File: config.mk
export PLATFORM = sky130hd
export DESIGN_NAME = tx_req_arbiter_flat
export DESIGN_NICKNAME = d
export VERILOG_FILES = /design/src/rtl/tx_req_arbiter_if.sv /design/src/rtl/tx_req_arbiter.sv /design/src/flat_wrapper.sv
export SDC_FILE = /design/constraint.sdc
export NUM_CORES = 1
export LEC_CHECK = 0
export BUFFER_PORTS_ARGS = -buffer_cell sky130_fd_sc_hd__buf_2
export CAP_MARGIN = 20
export CELL_PAD_IN_SITES_DETAIL_PLACEMENT = 0
export CELL_PAD_IN_SITES_GLOBAL_PLACEMENT = 1
export CORE_AREA = 2 2 747 749
export CTS_BUF_LIST = sky130_fd_sc_hd__clkbuf_8
export CTS_CLUSTER_DIAMETER = 40
export CTS_CLUSTER_SIZE = 28
export DETAILED_ROUTE_END_ITERATION = 8
export DIE_AREA = 0 0 749 751
export PLACE_DENSITY = 0.35
export SETUP_SLACK_MARGIN = 0.5
export SYNTH_ARGS = -nofsm -noshare
export SYNTH_HDL_FRONTEND = slang
export SYNTH_SLANG_ARGS = --single-unit
File: constraint.sdc
create_clock -name CLK -period 6.8 [get_ports CLK]
set_input_delay 0.68 -clock CLK [delete_from_list [all_inputs] [get_ports CLK]]
set_output_delay 0.68 -clock CLK [all_outputs]
set_load 0.005 [all_outputs]
File: src/rtl/tx_req_arbiter_if.sv
// Downstream request channel of tx_req_arbiter: one granted read/write
// request offered with a valid/ready handshake.
interface tx_req_arbiter_if #(
    parameter int C_ADDR_W = 64,
    parameter int C_LEN_W  = 10
);
    logic                REQ_VALID;
    logic                REQ_READY;
    logic                REQ_WRITE;
    logic [3:0]          REQ_CHNL;
    logic [C_ADDR_W-1:0] REQ_ADDR;
    logic [C_LEN_W-1:0]  REQ_LEN;
    logic [1:0]          REQ_SG_CHNL;

    modport master (
        output REQ_VALID, REQ_WRITE, REQ_CHNL, REQ_ADDR, REQ_LEN, REQ_SG_CHNL,
        input  REQ_READY
    );

    modport slave (
        input  REQ_VALID, REQ_WRITE, REQ_CHNL, REQ_ADDR, REQ_LEN, REQ_SG_CHNL,
        output REQ_READY
    );
endinterface

File: src/rtl/tx_req_arbiter.sv
// Round-robin arbiter over per-channel write/read slots, with write-packet
// credit tracking and a registered IDLE/OFFER/ACK grant sequence.
module tx_req_arbiter #(
    parameter int C_NUM_CHNL      = 12,
    parameter int C_DEPTH_PACKETS = 10,
    parameter int C_ADDR_W        = 64,
    parameter int C_LEN_W         = 10
) (
    input  logic                                   CLK,
    input  logic                                   RST_IN,
    input  logic [C_NUM_CHNL-1:0]                  WR_REQ,
    input  logic [C_NUM_CHNL*C_ADDR_W-1:0]         WR_ADDR,
    input  logic [C_NUM_CHNL*C_LEN_W-1:0]          WR_LEN,
    output logic [C_NUM_CHNL-1:0]                  WR_ACK,
    input  logic [C_NUM_CHNL-1:0]                  RD_REQ,
    input  logic [C_NUM_CHNL*C_ADDR_W-1:0]         RD_ADDR,
    input  logic [C_NUM_CHNL*C_LEN_W-1:0]          RD_LEN,
    input  logic [C_NUM_CHNL*2-1:0]                RD_SG_CHNL,
    output logic [C_NUM_CHNL-1:0]                  RD_ACK,
    input  logic                                   RXBUF_SPACE_AVAIL,
    input  logic                                   WR_DONE,
    tx_req_arbiter_if.master                       req_if,
    output logic [$clog2(C_DEPTH_PACKETS+1)-1:0]   WR_CREDITS
);

    localparam int NSLOT = 2 * C_NUM_CHNL;
    localparam int SW    = $clog2(NSLOT);
    localparam int CW    = $clog2(C_DEPTH_PACKETS + 1);

    localparam logic [SW:0]   NSLOT_X   = (SW+1)'(NSLOT);
    localparam logic [SW-1:0] SLOT_LAST = SW'(NSLOT - 1);
    localparam logic [CW-1:0] CRED_MAX  = CW'(C_DEPTH_PACKETS);

    typedef enum logic [1:0] {
        IDLE,
        OFFER,
        ACK
    } state_e;

    state_e                state_q;
    logic [SW-1:0]         ptr_q,  ptr_d;
    logic [SW-1:0]         slot_q;
    logic [CW-1:0]         credits_q, credits_d;
    logic                  valid_q;
    logic                  write_q;
    logic [3:0]            chnl_q;
    logic [C_ADDR_W-1:0]   addr_q;
    logic [C_LEN_W-1:0]    len_q;
    logic [1:0]            sg_q;
    logic [C_NUM_CHNL-1:0] wr_ack_q;
    logic [C_NUM_CHNL-1:0] rd_ack_q;

    logic [NSLOT-1:0]      elig;
    logic                  pick_found;
    logic [SW-1:0]         pick_slot;
    logic [SW-1:0]         pick_ch;
    logic                  pick_wr;
    logic [C_ADDR_W-1:0]   pick_addr;
    logic [C_LEN_W-1:0]    pick_len;
    logic [1:0]            pick_sg;
    logic [SW:0]           scan_sum;
    logic [SW-1:0]         scan_idx;
    logic [C_NUM_CHNL-1:0] ack_vec;
    logic                  accept;
    logic                  accept_wr;

    always_comb begin
        elig = '0;
        for (int unsigned c = 0; c < C_NUM_CHNL; c++) begin
            elig[2*c]   = WR_REQ[c] && (credits_q != '0);
            elig[2*c+1] = RD_REQ[c] && RXBUF_SPACE_AVAIL;
        end
    end

    // Scan from the pointer upwards; the sum is folded back by one slot
    // count so non-power-of-2 slot counts never index past the last slot.
    always_comb begin
        pick_found = 1'b0;
        pick_slot  = '0;
        scan_sum   = '0;
        scan_idx   = '0;
        for (int unsigned k = 0; k < NSLOT; k++) begin
            scan_sum = {1'b0, ptr_q} + (SW+1)'(k);
            if (scan_sum >= NSLOT_X) begin
                scan_sum = scan_sum - NSLOT_X;
            end
            scan_idx = scan_sum[SW-1:0];
            if (!pick_found && elig[scan_idx]) begin
                pick_found = 1'b1;
                pick_slot  = scan_idx;
            end
        end
    end

    assign pick_ch = pick_slot >> 1;
    assign pick_wr = ~pick_slot[0];

    always_comb begin
        pick_addr = '0;
        pick_len  = '0;
        pick_sg   = '0;
        for (int unsigned c = 0; c < C_NUM_CHNL; c++) begin
            if (pick_ch == SW'(c)) begin
                if (pick_wr) begin
                    pick_addr = WR_ADDR[c*C_ADDR_W +: C_ADDR_W];
                    pick_len  = WR_LEN[c*C_LEN_W +: C_LEN_W];
                end else begin
                    pick_addr = RD_ADDR[c*C_ADDR_W +: C_ADDR_W];
                    pick_len  = RD_LEN[c*C_LEN_W +: C_LEN_W];
                    pick_sg   = RD_SG_CHNL[2*c +: 2];
                end
            end
        end
    end

    always_comb begin
        ack_vec = '0;
        for (int unsigned c = 0; c < C_NUM_CHNL; c++) begin
            ack_vec[c] = (chnl_q == 4'(c));
        end
    end

    assign accept    = (state_q == OFFER) && req_if.REQ_READY;
    assign accept_wr = accept && write_q;
    assign ptr_d     = (slot_q == SLOT_LAST) ? '0 : slot_q + 1'b1;

    // A write accept and a WR_DONE in the same cycle cancel out.
    always_comb begin
        credits_d = credits_q;
        if (accept_wr && !WR_DONE) begin
            credits_d = credits_q - 1'b1;
        end else if (WR_DONE && !accept_wr && (credits_q != CRED_MAX)) begin
            credits_d = credits_q + 1'b1;
        end
    end

    always_ff @(posedge CLK) begin
        if (RST_IN) begin
            state_q   <= IDLE;
            ptr_q     <= '0;
            slot_q    <= '0;
            credits_q <= CRED_MAX;
            valid_q   <= 1'b0;
            write_q   <= 1'b0;
            chnl_q    <= '0;
            addr_q    <= '0;
            len_q     <= '0;
            sg_q      <= '0;
            wr_ack_q  <= '0;
            rd_ack_q  <= '0;
        end else begin
            credits_q <= credits_d;
            wr_ack_q  <= '0;
            rd_ack_q  <= '0;
            unique case (state_q)
                IDLE: begin
                    if (pick_found) begin
                        write_q <= pick_wr;
                        chnl_q  <= 4'(pick_ch);
                        addr_q  <= pick_addr;
                        len_q   <= pick_len;
                        sg_q    <= pick_sg;
                        slot_q  <= pick_slot;
                        valid_q <= 1'b1;
                        state_q <= OFFER;
                    end
                end
                OFFER: begin
                    if (req_if.REQ_READY) begin
                        valid_q <= 1'b0;
                        ptr_q   <= ptr_d;
                        state_q <= ACK;
                        if (write_q) begin
                            wr_ack_q <= ack_vec;
                        end else begin
                            rd_ack_q <= ack_vec;
                        end
                    end
                end
                ACK: begin
                    state_q <= IDLE;
                end
                default: begin
                    state_q <= IDLE;
                end
            endcase
        end
    end

    assign req_if.REQ_VALID   = valid_q;
    assign req_if.REQ_WRITE   = write_q;
    assign req_if.REQ_CHNL    = chnl_q;
    assign req_if.REQ_ADDR    = addr_q;
    assign req_if.REQ_LEN     = len_q;
    assign req_if.REQ_SG_CHNL = sg_q;
    assign WR_ACK             = wr_ack_q;
    assign RD_ACK             = rd_ack_q;
    assign WR_CREDITS         = credits_q;

endmodule
File: src/flat_wrapper.sv
// flat-port wrapper written by rule: the top's interface ports become plain ports
module tx_req_arbiter_flat 
#(
    parameter int C_NUM_CHNL      = 12,
    parameter int C_DEPTH_PACKETS = 10,
    parameter int C_ADDR_W        = 64,
    parameter int C_LEN_W         = 10
)
  (CLK, RST_IN, WR_REQ, WR_ADDR, WR_LEN, WR_ACK, RD_REQ, RD_ADDR, RD_LEN, RD_SG_CHNL, RD_ACK, RXBUF_SPACE_AVAIL, WR_DONE, WR_CREDITS, req_if_REQ_VALID, req_if_REQ_WRITE, req_if_REQ_CHNL, req_if_REQ_ADDR, req_if_REQ_LEN, req_if_REQ_SG_CHNL, req_if_REQ_READY);
  tx_req_arbiter_if #(.C_ADDR_W(C_ADDR_W), .C_LEN_W(C_LEN_W)) req_if_i ();
  input  logic CLK;
  input  logic RST_IN;
  input  logic [C_NUM_CHNL-1:0] WR_REQ;
  input  logic [C_NUM_CHNL*C_ADDR_W-1:0] WR_ADDR;
  input  logic [C_NUM_CHNL*C_LEN_W-1:0] WR_LEN;
  output logic [C_NUM_CHNL-1:0] WR_ACK;
  input  logic [C_NUM_CHNL-1:0] RD_REQ;
  input  logic [C_NUM_CHNL*C_ADDR_W-1:0] RD_ADDR;
  input  logic [C_NUM_CHNL*C_LEN_W-1:0] RD_LEN;
  input  logic [C_NUM_CHNL*2-1:0] RD_SG_CHNL;
  output logic [C_NUM_CHNL-1:0] RD_ACK;
  input  logic RXBUF_SPACE_AVAIL;
  input  logic WR_DONE;
  output logic [$clog2(C_DEPTH_PACKETS+1)-1:0] WR_CREDITS;
  output wire logic [$bits(req_if_i.REQ_VALID)-1:0] req_if_REQ_VALID;
  output wire logic [$bits(req_if_i.REQ_WRITE)-1:0] req_if_REQ_WRITE;
  output wire logic [$bits(req_if_i.REQ_CHNL)-1:0] req_if_REQ_CHNL;
  output wire logic [$bits(req_if_i.REQ_ADDR)-1:0] req_if_REQ_ADDR;
  output wire logic [$bits(req_if_i.REQ_LEN)-1:0] req_if_REQ_LEN;
  output wire logic [$bits(req_if_i.REQ_SG_CHNL)-1:0] req_if_REQ_SG_CHNL;
  input wire logic [$bits(req_if_i.REQ_READY)-1:0] req_if_REQ_READY;
  assign req_if_REQ_VALID = req_if_i.REQ_VALID;
  assign req_if_REQ_WRITE = req_if_i.REQ_WRITE;
  assign req_if_REQ_CHNL = req_if_i.REQ_CHNL;
  assign req_if_REQ_ADDR = req_if_i.REQ_ADDR;
  assign req_if_REQ_LEN = req_if_i.REQ_LEN;
  assign req_if_REQ_SG_CHNL = req_if_i.REQ_SG_CHNL;
  assign req_if_i.REQ_READY = req_if_REQ_READY;
  tx_req_arbiter #(.C_NUM_CHNL(C_NUM_CHNL), .C_DEPTH_PACKETS(C_DEPTH_PACKETS), .C_ADDR_W(C_ADDR_W), .C_LEN_W(C_LEN_W)) u_core (.CLK(CLK), .RST_IN(RST_IN), .WR_REQ(WR_REQ), .WR_ADDR(WR_ADDR), .WR_LEN(WR_LEN), .WR_ACK(WR_ACK), .RD_REQ(RD_REQ), .RD_ADDR(RD_ADDR), .RD_LEN(RD_LEN), .RD_SG_CHNL(RD_SG_CHNL), .RD_ACK(RD_ACK), .RXBUF_SPACE_AVAIL(RXBUF_SPACE_AVAIL), .WR_DONE(WR_DONE), .req_if(req_if_i), .WR_CREDITS(WR_CREDITS));
endmodule
==> metrics.cfg <==
[clock_network]
htreeDepth=4
cts_buffer_depth=3
cts_sinks=118
numCtsBuffers=21
tritoncts=done
cts_root_buffer=clkbuf_8
cts_hold_buf=0
clk_latency_ps=740
path_clk_slew_ps=100

[min_path]
hold-path-endpoint=u_core.state_q[0]
holdPathStages=3
hold_path.class=input port to flip-flop
worstHoldStart=req_if_REQ_READY

[global_route]
grt_pass1_vias=47300
gr-total-overflow=0
grt_pass1_wl_mm=634
grtUsageTotal=0.180
antenna_found_initial=710
grt_max_degree=84

[critical_path]
crit_top_cell=buf_4
cp_top_family=buffers and inverters
crit_buf_inv=12
r2r_cells=28
slowest_stage=or4_4
criticalPathCategory=flip-flop to flip-flop
reg2reg_from=u_core.ptr_q[1]
crit_path_start_kind=flip-flop
cp.arrival_ps=6800
cp.required_ps=7390
slowest_delay_ps=580
rrSetupSlack_ps=590
r2r_end=u_core.req_if.REQ_ADDR[47]
critPathCaptureType=flip-flop
cp_max_fo=17

[sta]
fin_crit_sh=0.914
fmax_ghz=0.161
worst_slack_ps=586
setup_viol=0
worstMarginPinSlew_ps=1060
finalHoldViolations=0
period_needed_ps=6210
slew_violations=0
clock_skew_ps=73.1
rsz0062_at_grt=true
relSlewSlack=0.290

[routing]
drt_iter0_drc=4301
drc=0
viasPerCell=3.39
wl_mm=537
wire_per_inst_um=36.4
drt-pass1-iter-count=6
ant_nets=0
dr_total_vias=50000

[place]
io_buffers=1938
place_ws_ps=-357
gp_congestion=0.942
post-dp-hpwl_mm=491

[logic_synthesis]
async_flop_share=0
synth_cell_types=110
ys_warn_count=0
postSynthCellCount=4585
syn_avg_cell_area_um2=5.86
netlist_area_um2=26900
synth_edf_count=0
synth_seq_cells=118
synth_nets=6442
ys_seq_area_frac=0.0879
synth_ff_type=dfxtp_1

[power]
peakVddDrop_mv=0.165
p_per_area_nw_per_um2=374
leakage_nw=23.8

[final_layout]
final_core_util=0.0994
syn2layout_area_growth_pct=105
layout_commonest_cell=buf_2
layout-drive-gt1-share=0.447
final_cell_mix=buf_2, nand2_1, buf_4
layout.nets=8803
n_fill_cell=66000

[floorplan]
die_w_um=749
die_h_um=751
initial_utilization=0.0485
io_pins=1939
row_count=274
core_area_um2=555000
die_area_um2=562000

[flow_run]
cap_violations=0

[status]
status=finished clean

==> layer usage <==
layer  global-route usage  part of all wire  up-vias
li1                     -                 -    21700
met5              0.00471            0.0043        -
met4               0.0584             0.043      362
met2                0.292              0.45     3057
met1                0.208              0.39    23700
met3               0.0872              0.11     1183
==> flip-flops by register name (all words and copies together), names as in the netlist <==
| register | cells |
|---|---|
| u_core.RD_ACK | 12 |
| u_core.WR_ACK | 12 |
| u_core.WR_CREDITS | 4 |
| u_core.ptr_q | 5 |
| u_core.req_if.REQ_ADDR | 64 |
| u_core.req_if.REQ_CHNL | 4 |
| u_core.req_if.REQ_LEN | 10 |
| u_core.req_if.REQ_SG_CHNL | 2 |
| u_core.req_if.REQ_VALID | 1 |
| u_core.req_if.REQ_WRITE | 1 |
| u_core.slot_q | 1 |
| u_core.state_q | 2 |
==> cells by family after synthesis <==
| family | after synthesis | share of synthesized area |
|---|---|---|
| and+or+nand+nor | 2505 | 0.405 |
| AOI/OAI and AO/OA | 1130 | 0.277 |
| buffers and inverters | 444 | 0.0756 |
| muxes | 323 | 0.128 |
| DFF | 118 | 0.0879 |
| xor gates and xnor gates | 37 | 0.0141 |
| adders and majority gates | 28 | 0.0133 |
==> worst min-delay path: stages <==
cell     delay [ps]
buf_2           100
or3b_2          100
a21oi_1          50
==> cell usage after synthesis (13+ instances only) <==
master,count,area [um^2]
xnor2_1,29,254
buf_1,44,165
a31oi_1,76,475
a32oi_1,35,307
a32o_1,40,400
a211o_1,13,114
buf_4,25,188
nor4_1,58,363
a22o_1,49,429
nand2_1,1534,5760
o22a_1,13,114
o21ai_0,199,996
nor2b_1,14,87.6
o2bb2ai_1,16,140
ha_1,27,338
nand3_1,439,2200
mux2_2,21,236
o21ai_1,21,105
a211oi_1,31,233
nor2_1,193,724
dfxtp_1,118,2360
buf_2,161,806
clkbuf_1,180,676
a21oi_1,334,1670
nor3_1,90,450
and3_1,37,231
and2_1,17,106
nand2b_1,17,106
o22ai_1,100,626
o21a_1,13,97.6
nand4_1,32,200
mux2i_1,287,2870
o211ai_1,22,165
o31a_1,17,149
inv_1,23,86.3
a21o_1,13,97.6
==> through the flow <==
stage,cells,area [um^2],hold slack (ps),TNS (ps),power [mW]
final,14700,55100,258,0,20.6
after global routing,14600,54700,215,0,21.8
after CTS,14200,52400,148,0,20.6
after detailed placement,14200,51200,456,-6820,19.1
after global placement,14200,51200,437,-8450,19.2
after floorplan,4585,26900,449,0,7.31
==> where the power goes <==
group          internal [mW]  switching, mW  leakage (nW)
clock                  0.465          0.582         0.246
combinational           6.96           11.6          22.6
sequential             0.845          0.141         0.969
total                   8.27           12.4          23.8
==> how the worst max path moves through the flow <==
| stage | from | to | slack [ps] | cells past startpoint |
|---|---|---|---|---|
| 4_1_cts | u_core.ptr_q[0] | u_core.req_if.REQ_ADDR[28] | 470 | 30 |
| 3_5_place_dp | u_core.ptr_q[0] | u_core.req_if.REQ_ADDR[7] | -360 | 23 |
| 3_3_place_gp | u_core.ptr_q[0] | u_core.req_if.REQ_ADDR[7] | -440 | 23 |
| 6_report | u_core.ptr_q[1] | u_core.req_if.REQ_ADDR[47] | 590 | 28 |
| 2_1_floorplan | u_core.ptr_q[3] | u_core.req_if.REQ_ADDR[6] | 1040 | 25 |
| 5_1_grt | u_core.ptr_q[1] | u_core.req_if.REQ_ADDR[58] | 470 | 30 |
==> final cells by class <==
class	count	area, um^2	share of cell area
Multi-Input combinational cell	4023	24100	0.438
Timing Repair Buffer	2757	17700	0.321
Tap cell	7314	9150	0.166
Sequential cell	118	2370	0.0430
Antenna cell	478	1200	0.0217
Clock buffer	26	358	0.00649
Clock inverter	7	119	0.00216
Inverter	25	96.3	0.00175
==> repair_timing <==
action / in CTS / in global routing
endpoints found under the setup margin: 76 / 76
gates resized for setup: 112 / 202
pin swaps: 17 / 33
buffers inserted: 16 / 44
gates cloned: 0 / 8
(Power assumes the default switching activity.)
